[config.mk]
export PLATFORM = sky130hd
export DESIGN_NAME = regfile_port_arbiter
export DESIGN_NICKNAME = d
export VERILOG_FILES = /design/src/rtl/regfile_arb_pkg.sv /design/src/rtl/regfile_port_arbiter_rr_arbiter2.sv /design/src/rtl/regfile_port_arbiter.sv
export SDC_FILE = /design/constraint.sdc
export NUM_CORES = 1
export LEC_CHECK = 0
export CAP_MARGIN = 20
export CORE_ASPECT_RATIO = 1.2
export CORE_MARGIN = 2
export CORE_UTILIZATION = 31
export CTS_BUF_LIST = sky130_fd_sc_hd__clkbuf_8
export DETAILED_ROUTE_END_ITERATION = 12
export PLACE_DENSITY = 0.87
export SLEW_MARGIN = 20
export SYNTH_ARGS = -nofsm -noshare
export SYNTH_HDL_FRONTEND = slang
export SYNTH_SLANG_ARGS = --single-unit
export TNS_END_PERCENT = 50
[constraint.sdc]
create_clock -name clk -period 2.4 [get_ports clk]
set_clock_uncertainty 0.05 [all_clocks]
set_input_delay 0.48 -clock clk [delete_from_list [all_inputs] [get_ports clk]]
set_output_delay 0.48 -clock clk [all_outputs]
set_load 0.02 [all_outputs]
[src/rtl/regfile_arb_pkg.sv]
// Shared defaults and types for the register-file port arbiter.
package regfile_arb_pkg;

  localparam int DATA_W_DEF  = 16;
  localparam int ADDR_W_DEF  = 3;
  localparam int NUM_REQ_DEF = 2;

  typedef logic req_idx_t;

  localparam req_idx_t PTR_RST = 1'b0;

endpackage

[src/rtl/regfile_port_arbiter_rr_arbiter2.sv]
// Two-input round-robin arbiter with its own priority pointer; grants are
// suppressed while rst is high.
module rr_arbiter2
  import regfile_arb_pkg::*;
(
  input  logic       clk,
  input  logic       rst,
  input  logic [1:0] req,
  output logic [1:0] gnt,
  output req_idx_t   gnt_idx,
  output logic       gnt_any
);

  req_idx_t ptr;

  always_comb begin
    gnt     = 2'b00;
    gnt_idx = PTR_RST;
    gnt_any = 1'b0;
    if (!rst) begin
      if (req == 2'b11)
        gnt_idx = ptr;
      else if (req[1])
        gnt_idx = 1'b1;
      else
        gnt_idx = 1'b0;
      gnt_any = |req;
      if (gnt_any)
        gnt[gnt_idx] = 1'b1;
    end
  end

  // Contested or not, the granted requester drops to lowest priority.
  always_ff @(posedge clk) begin
    if (rst)
      ptr <= PTR_RST;
    else if (gnt_any)
      ptr <= ~gnt_idx;
  end

endmodule

[src/rtl/regfile_port_arbiter.sv]
// Shares the register file write port and read port 1 between the CPU core (0)
// and the debug/loader unit (1). Optional read-after-write bypass: RF_ARB_BYPASS_EN.
module regfile_port_arbiter
  import regfile_arb_pkg::*;
#(
  parameter int DATA_W  = DATA_W_DEF,
  parameter int ADDR_W  = ADDR_W_DEF,
  parameter int NUM_REQ = NUM_REQ_DEF
) (
  input  logic                      clk,
  input  logic                      rst,
  input  logic [NUM_REQ-1:0]        req_valid,
  input  logic [NUM_REQ-1:0]        req_we,
  input  logic [NUM_REQ*ADDR_W-1:0] req_addr,
  input  logic [NUM_REQ*DATA_W-1:0] req_wdata,
  output logic [NUM_REQ-1:0]        req_ready,
  output logic [NUM_REQ-1:0]        rsp_valid,
  output logic [DATA_W-1:0]         rsp_data,
  output logic [ADDR_W-1:0]         rf_read_addr,
  input  logic [DATA_W-1:0]         rf_read_data,
  output logic                      rf_write_enable,
  output logic [ADDR_W-1:0]         rf_write_addr,
  output logic [DATA_W-1:0]         rf_write_data
);

  logic [NUM_REQ-1:0] rd_req, wr_req, rd_gnt, wr_gnt;
  req_idx_t           rd_idx, wr_idx, rsp_tag;
  logic               rd_any, wr_any, rsp_pend;
  logic [ADDR_W-1:0]  rd_addr_sel, wr_addr_sel, last_rd_addr;
  logic [DATA_W-1:0]  wr_data_sel, rsp_src;

  assign rd_req = req_valid & ~req_we;
  assign wr_req = req_valid & req_we;

  rr_arbiter2 u_rd_arb (
    .clk     (clk),
    .rst     (rst),
    .req     (rd_req),
    .gnt     (rd_gnt),
    .gnt_idx (rd_idx),
    .gnt_any (rd_any)
  );

  rr_arbiter2 u_wr_arb (
    .clk     (clk),
    .rst     (rst),
    .req     (wr_req),
    .gnt     (wr_gnt),
    .gnt_idx (wr_idx),
    .gnt_any (wr_any)
  );

  assign req_ready   = rd_gnt | wr_gnt;
  assign rd_addr_sel = req_addr[rd_idx*ADDR_W +: ADDR_W];
  assign wr_addr_sel = req_addr[wr_idx*ADDR_W +: ADDR_W];
  assign wr_data_sel = req_wdata[wr_idx*DATA_W +: DATA_W];

  assign rf_write_enable = wr_any;
  assign rf_write_addr   = wr_any ? wr_addr_sel : '0;
  assign rf_write_data   = wr_any ? wr_data_sel : '0;

  // The register file samples the read address every cycle, so it parks on the last grant.
  assign rf_read_addr = rst ? '0 : (rd_any ? rd_addr_sel : last_rd_addr);

  always_ff @(posedge clk) begin
    if (rst) begin
      last_rd_addr <= '0;
      rsp_pend     <= 1'b0;
      rsp_tag      <= PTR_RST;
    end else begin
      rsp_pend <= rd_any;
      if (rd_any) begin
        last_rd_addr <= rd_addr_sel;
        rsp_tag      <= rd_idx;
      end
    end
  end

`ifdef RF_ARB_BYPASS_EN
  logic              byp_hit;
  logic [DATA_W-1:0] byp_data;

  always_ff @(posedge clk) begin
    if (rst) begin
      byp_hit  <= 1'b0;
      byp_data <= '0;
    end else begin
      byp_hit  <= rd_any && wr_any && (rd_addr_sel == wr_addr_sel);
      byp_data <= wr_data_sel;
    end
  end

  assign rsp_src = byp_hit ? byp_data : rf_read_data;
`else
  assign rsp_src = rf_read_data;
`endif

  // A response in flight when reset arrives is dropped.
  always_comb begin
    rsp_valid = '0;
    if (rsp_pend && !rst)
      rsp_valid[rsp_tag] = 1'b1;
  end

  assign rsp_data = (rsp_pend && !rst) ? rsp_src : '0;

endmodule
### Word-level counts from Yosys, hierarchy flattened

Index checks and enable logic that the tools add are counted.

| word-level totals | value |
|---|---|
| bits in registers | 7 |
| input bits | 60 |
| output and inout bits | 43 |
| logic and storage cells | 57 |

| cells by class | value |
|---|---|
| multipliers | 2 |
| $lt $le $gt $ge | 6 |
| equality and inequality tests | 2 |
| shift-type cells | 3 |
| mux-type cells | 26 |
| bitwise logic cells | 6 |
| reduce and logical (&&, ||, !) cells | 7 |

Operators by type and width:

| cell | count |
|---|---|
| 2-to-1 mux 16 bit | 2 |
| indexed part select 32 x 6 -> 16 bit | 1 |
| 2-to-1 mux 1 bit | 13 |
| indexed part select 6 x 4 -> 3 bit | 2 |
| 2-to-1 mux 2 bit | 5 |
| 2-to-1 mux 3 bit | 3 |
| less-than comparator 1 x 2 -> 1 bit, second input constant | 3 |
| multiplier 1 x 2 -> 3 bit, second input constant | 2 |
| bitwise AND 2 bit | 2 |
| == test 2 bit, second input constant | 2 |
| logical AND 1 bit | 4 |
| OR reduction 2 bit | 2 |
| demux 1 bit (select 1 bit) | 3 |
| greater-or-equal comparator 1 bit, second input constant | 3 |
| NOT 1 bit | 2 |
| NOT 2 bit | 1 |
| OR 2 bit | 1 |
| zero test 1 bit | 1 |

### Longest topological paths before layout

Gate-level depths: netlist of the first run.

| logic depth | value |
|---|---|
| word-level depth | 12 |
| gate-level depth with buffers | 5 |

### Hierarchy

Synthesis of the first run repeated with hierarchy kept, for this count alone.

| second synthesis, totals | value |
|---|---|
| cell total of the unflattened synthesis | 104 |
| area, all modules | 867.1 um^2 |

By module, submodules not included:

| module | times used | cells an instance | area an instance (um^2) | seq. area each (um^2) |
|---|---|---|---|---|
| regfile_port_arbiter | 1 | 85 | 708.2 | 100.1 |
| rr_arbiter2 (u_wr_arb) | 1 | 10 | 83.8 | 20.0 |
| rr_arbiter2 (u_rd_arb) | 1 | 9 | 75.1 | 20.0 |

### Worst setup path before layout of the first run

No wires, ideal clock.

| path | value |
|---|---|
| path type | input to output |
| from | input port rst |
| to | output port req_ready[0] |
| arrival time | 1336 ps |
| data required time | 1870 ps |
| path slack | 534 ps |
| cell stages on the path | 5 |
| path buffers | 2 |
| path through | buf_2 > inv_1 > o21ai_2 > buf_4 > o21bai_1 |

| between the ends | value |
|---|---|
| longest elaborated chain between the ends | 2 |
| elaborated cells between the ends (all ways) | 3 |
| those cells by class | mux (2); bitwise (1) |

Ends and longest elaborated chain:

| what | RTL line | text |
|---|---|---|
| from (decl) | regfile_port_arbiter.sv:11 | `input logic rst,` |
| 2-to-1 mux 2 bit | regfile_port_arbiter_rr_arbiter2.sv:20 | `if (!rst) begin` |
| OR 2 bit * | regfile_port_arbiter.sv:53 | `assign req_ready = rd_gnt \| wr_gnt;` |
| to (decl) | regfile_port_arbiter.sv:16 | `output logic [NUM_REQ-1:0] req_ready,` |

Every way passes the cells marked *; elsewhere a longest branch is shown, timed or not.

### Worst setup path after layout of the first run

| path | value |
|---|---|
| from | input port req_valid[0] |
| to | output port rf_write_enable |

| between the ends | value |
|---|---|
| longest elaborated chain between the ends | 3 |

Ends and longest elaborated chain:

| what | RTL line | text |
|---|---|---|
| from (decl) | regfile_port_arbiter.sv:12 | `input logic [NUM_REQ-1:0] req_valid,` |
| bitwise AND 2 bit | regfile_port_arbiter.sv:33 | `assign wr_req = req_valid & req_we;` |
| OR reduction 2 bit | regfile_port_arbiter_rr_arbiter2.sv:27 | `gnt_any = \|req;` |
| 2-to-1 mux 1 bit | regfile_port_arbiter_rr_arbiter2.sv:20 |  |
| to (decl) | regfile_port_arbiter.sv:21 | `output logic rf_write_enable,` |

No other way between the ends.

==> results.yml, run 1 <==
setup_path:
  crit_path_max_fanout: 15
  endpoint_kind: "output pin"
  worst-endpoint-arrival_ns: 1.71
  cp.required_ns: 1.87
  worst-setup-path-type: "input port to output pin"
  worst_setup_path_start_kind: "input port"
logic_synthesis:
  synth_largest_type_area_fraction_pct: 26.0
  synth_most_common_cell: "a21oi_1"
  syn-num-nets: 186
  synth_top_area_cell: "a211oi_2"
  synthArstFlopShare_pct: 0
  synth_warnings: 0
  post_synth_instance_area_um2: 963
  synthFlopType: "dfxtp_1"
  netlist_top_cells_count: "a21oi_1 (22), nor2_1 (21), a211oi_2 (20)"
  post_synth_main_area_contributors: "a211oi_2 (26%), dfxtp_1 (15%), and2_1 (12%)"
  synth_edf_count: 0
  synthesis.area_per_instance_um2: 7.65
  syn-instance-count: 126
  netlist-cell-type-count: 23
  yosys_register_bits: 7
  ys_seq_area_share_pct: 14.5
clocking:
  cts_hold_buffers: 0
  cts_tree: "built"
  clock_insertion_delay_worst_skew_ns: 0.23
  path_clk_slew_ns: 0.04
  ctsRootBufferMaster: "clkbuf_8"
  cts-buffers-inserted: 3
  clk_path_buf_depth: 2
  htreeDepth: 1
  clock-sinks: 7
job:
  max_cap_violations: 0
pwr:
  power.density_nw_per_um2: 297
  swShare_pct: 33.8
  p_leak_nw: 0.911
  internal_cell_power_w: 0.000415
  clkPwrFrac_pct: 26.2
  comb_power_share_pct: 53.2
  vdd_ir_drop_max_uv: 230
  power.share.sequential_pct: 20.6
  p_switching_w: 0.000212
sta:
  timing.final.crit_share_pct: 93.2
  final.setup.tns_ns: 0
  hold_ws_ns: 0.422
  maxClockFrequency_mhz: 447
  number_of_slew_limit_violations_in_the_final_report: 0
  worst-slew-pin-transition_ns: 0.258
  grt_setup_unrepaired: "no"
  final_hold_viol_count: 0
  post-route-min-period_ns: 2.24
  setup-violations-final: 0
  timing.slew.headroom_pct: 82.8
die:
  ioPinCount: 103
  std_cell_core_area_um2: 3000
  initial_utilization_pct: 32.1
  fp.dieW_um: 54.9
  die_area_um2: 3570
  floorplan.die.height_um: 65.1
  placement_rows: 22
detailed_routing:
  detail_route.wirelength_um: 3760
  firstDrtPassIters: 4
  drt-wirelength-per-cell_um: 13.9
  dr_total_vias: 1342
  drt_iter0_drcs: 24
  post_detailed_route_drc_marker_count: 0
  vias_per_cell: 4.95
  route.antenna.remaining_nets: 0
global_route:
  grt-ovfl-total: 0
  groute.usage.overall_pct: 22.2
  largest_net_degree_at_the_start_of_global_routing: 22
  grt_pass1_wl_um: 5930
  antenna_found_initial: 0
  number_of_global_route_vias_before_repair: 1293
cells_and_area:
  num-nets-final: 296
  nFillCells: 258
  final_cell_area_excluding_filler_cells_um2: 2110
  register_area_um2: 140
  multi_input_area_um2: 793
  drive_gt1_share_pct: 37.9
  area_growth_syn_to_layout_pct: 119
  antennaDiodeCount: 0
placed_design:
  dp_hpwl_um: 2900
  place.port_buffers: 102
  routabilityCongestion: 0.788
  post_dp_cell_area_um2: 2070
run_status:
  run_status: "finished, final reports clean"
min_path:
  hold_class: "flop to flop"
area by class of cell:
cell class	count	share of cell area, %
clock buffer	3	1.96
clock inverter	1	0.178
inverter	2	0.356
multi-input combinational	105	37.6
sequential	7	6.64
tap	36	2.13
timing repair buffer	117	51.2
power groups by stage:
stage               combinational (W)  clock, W  sequential [W]
global placement             0.000341         0        0.000131
finish                       0.000334  0.000164        0.000129
global route                 0.000359  0.000175        0.000131
detailed placement           0.000343         0        0.000131
floorplan                    0.000155         0        0.000130
CTS                          0.000332  0.000168        0.000129
per-stage QoR:
stage	cells	util (%)	total power [W]	setup WS [ns]
after floorplan	126	-	0.000285	0.534
after global placement	264	69.0	0.000471	-0.507
after detailed placement	264	69.0	0.000474	-0.514
after CTS	271	69.8	0.000630	-0.0340
after global routing	271	70.4	0.000665	0.0883
final	271	70.4	0.000628	0.164
routing by layer:
metal  part of all wire, %  global-route usage (%)  wire length (um)
met5                     0                       0                 0
met2                    53                    39.9              1980
met3                   9.8                    5.30               370
met1                    35                    23.0              1320
met4                   2.6                    10.4                98
worst max-delay path, stage by stage:
cell and delay, ns:
dlygate4sd2_1 0.29, and2_1 0.21, o21ai_4 0.18, buf_12 0.18
inv_1 0.05, dlygate4sd2_1 0.31
cell families after synthesis:
family                 Yosys count  synth area share (%)
AO/OA/AOI/OAI                   51                  45.3
buffers and inverters           15                  9.22
flip-flops                       7                  14.5
AND/OR/NAND/NOR                 53                  30.9
worst paths after layout:
check,from,to,slack (ns),cells after the start
max,req_valid[0],rf_write_enable,0.16,6
min,u_wr_arb.ptr,u_wr_arb.ptr,0.42,2
max reg2reg,u_rd_arb.ptr,last_rd_addr[1],1.21,2
min reg2reg,u_wr_arb.ptr,u_wr_arb.ptr,0.42,2
registers in the layout (all words and copies together) (netlist names):
name          count
u_rd_arb.ptr      1
u_wr_arb.ptr      1
last_rd_addr      3
rsp_pend          1
rsp_tag           1
layout by cell type (no fill, tap or decap), types with 2 or more instances in the layout:
cell              n
a211oi_2         19
a21oi_1          22
a221o_1           3
and2_1           18
and2_4            3
buf_12            2
buf_2            20
buf_4            14
buf_6             2
clkbuf_8          3
clkdlybuf4s15_2  18
clkdlybuf4s50_1  54
dfxtp_1           7
dlygate4sd2_1     3
dlymetal6s2s_1    3
inv_1             3
nand2_1           2
nor2_1           21
nor2b_1           2
nor4b_4           2
o211a_1           2
o21ai_0           2
repair_timing:
action | in CTS | in global routing
cloned | 1 | 0
gates resized for setup | 163 | 7
hold endpoints to repair | 0 | 0
buffers inserted | 2 | 0
endpoints found under the setup margin | 43 | 29
pin swaps | 5 | 1
No activity file was read; power rests on OpenSTA's default activity.
==> run 2, diff against run 1 <==
Settings changed: SLEW_MARGIN 20 to not set.
==> results of run 2 <==
The final DEF is identical to that of run 1; final timing and power are the same.
==> run 3, diff against run 2 <==
Settings changed: GPL_ROUTABILITY_DRIVEN set to 1.
==> results of run 3 <==
The final DEF is identical to that of run 1; final timing and power are the same.
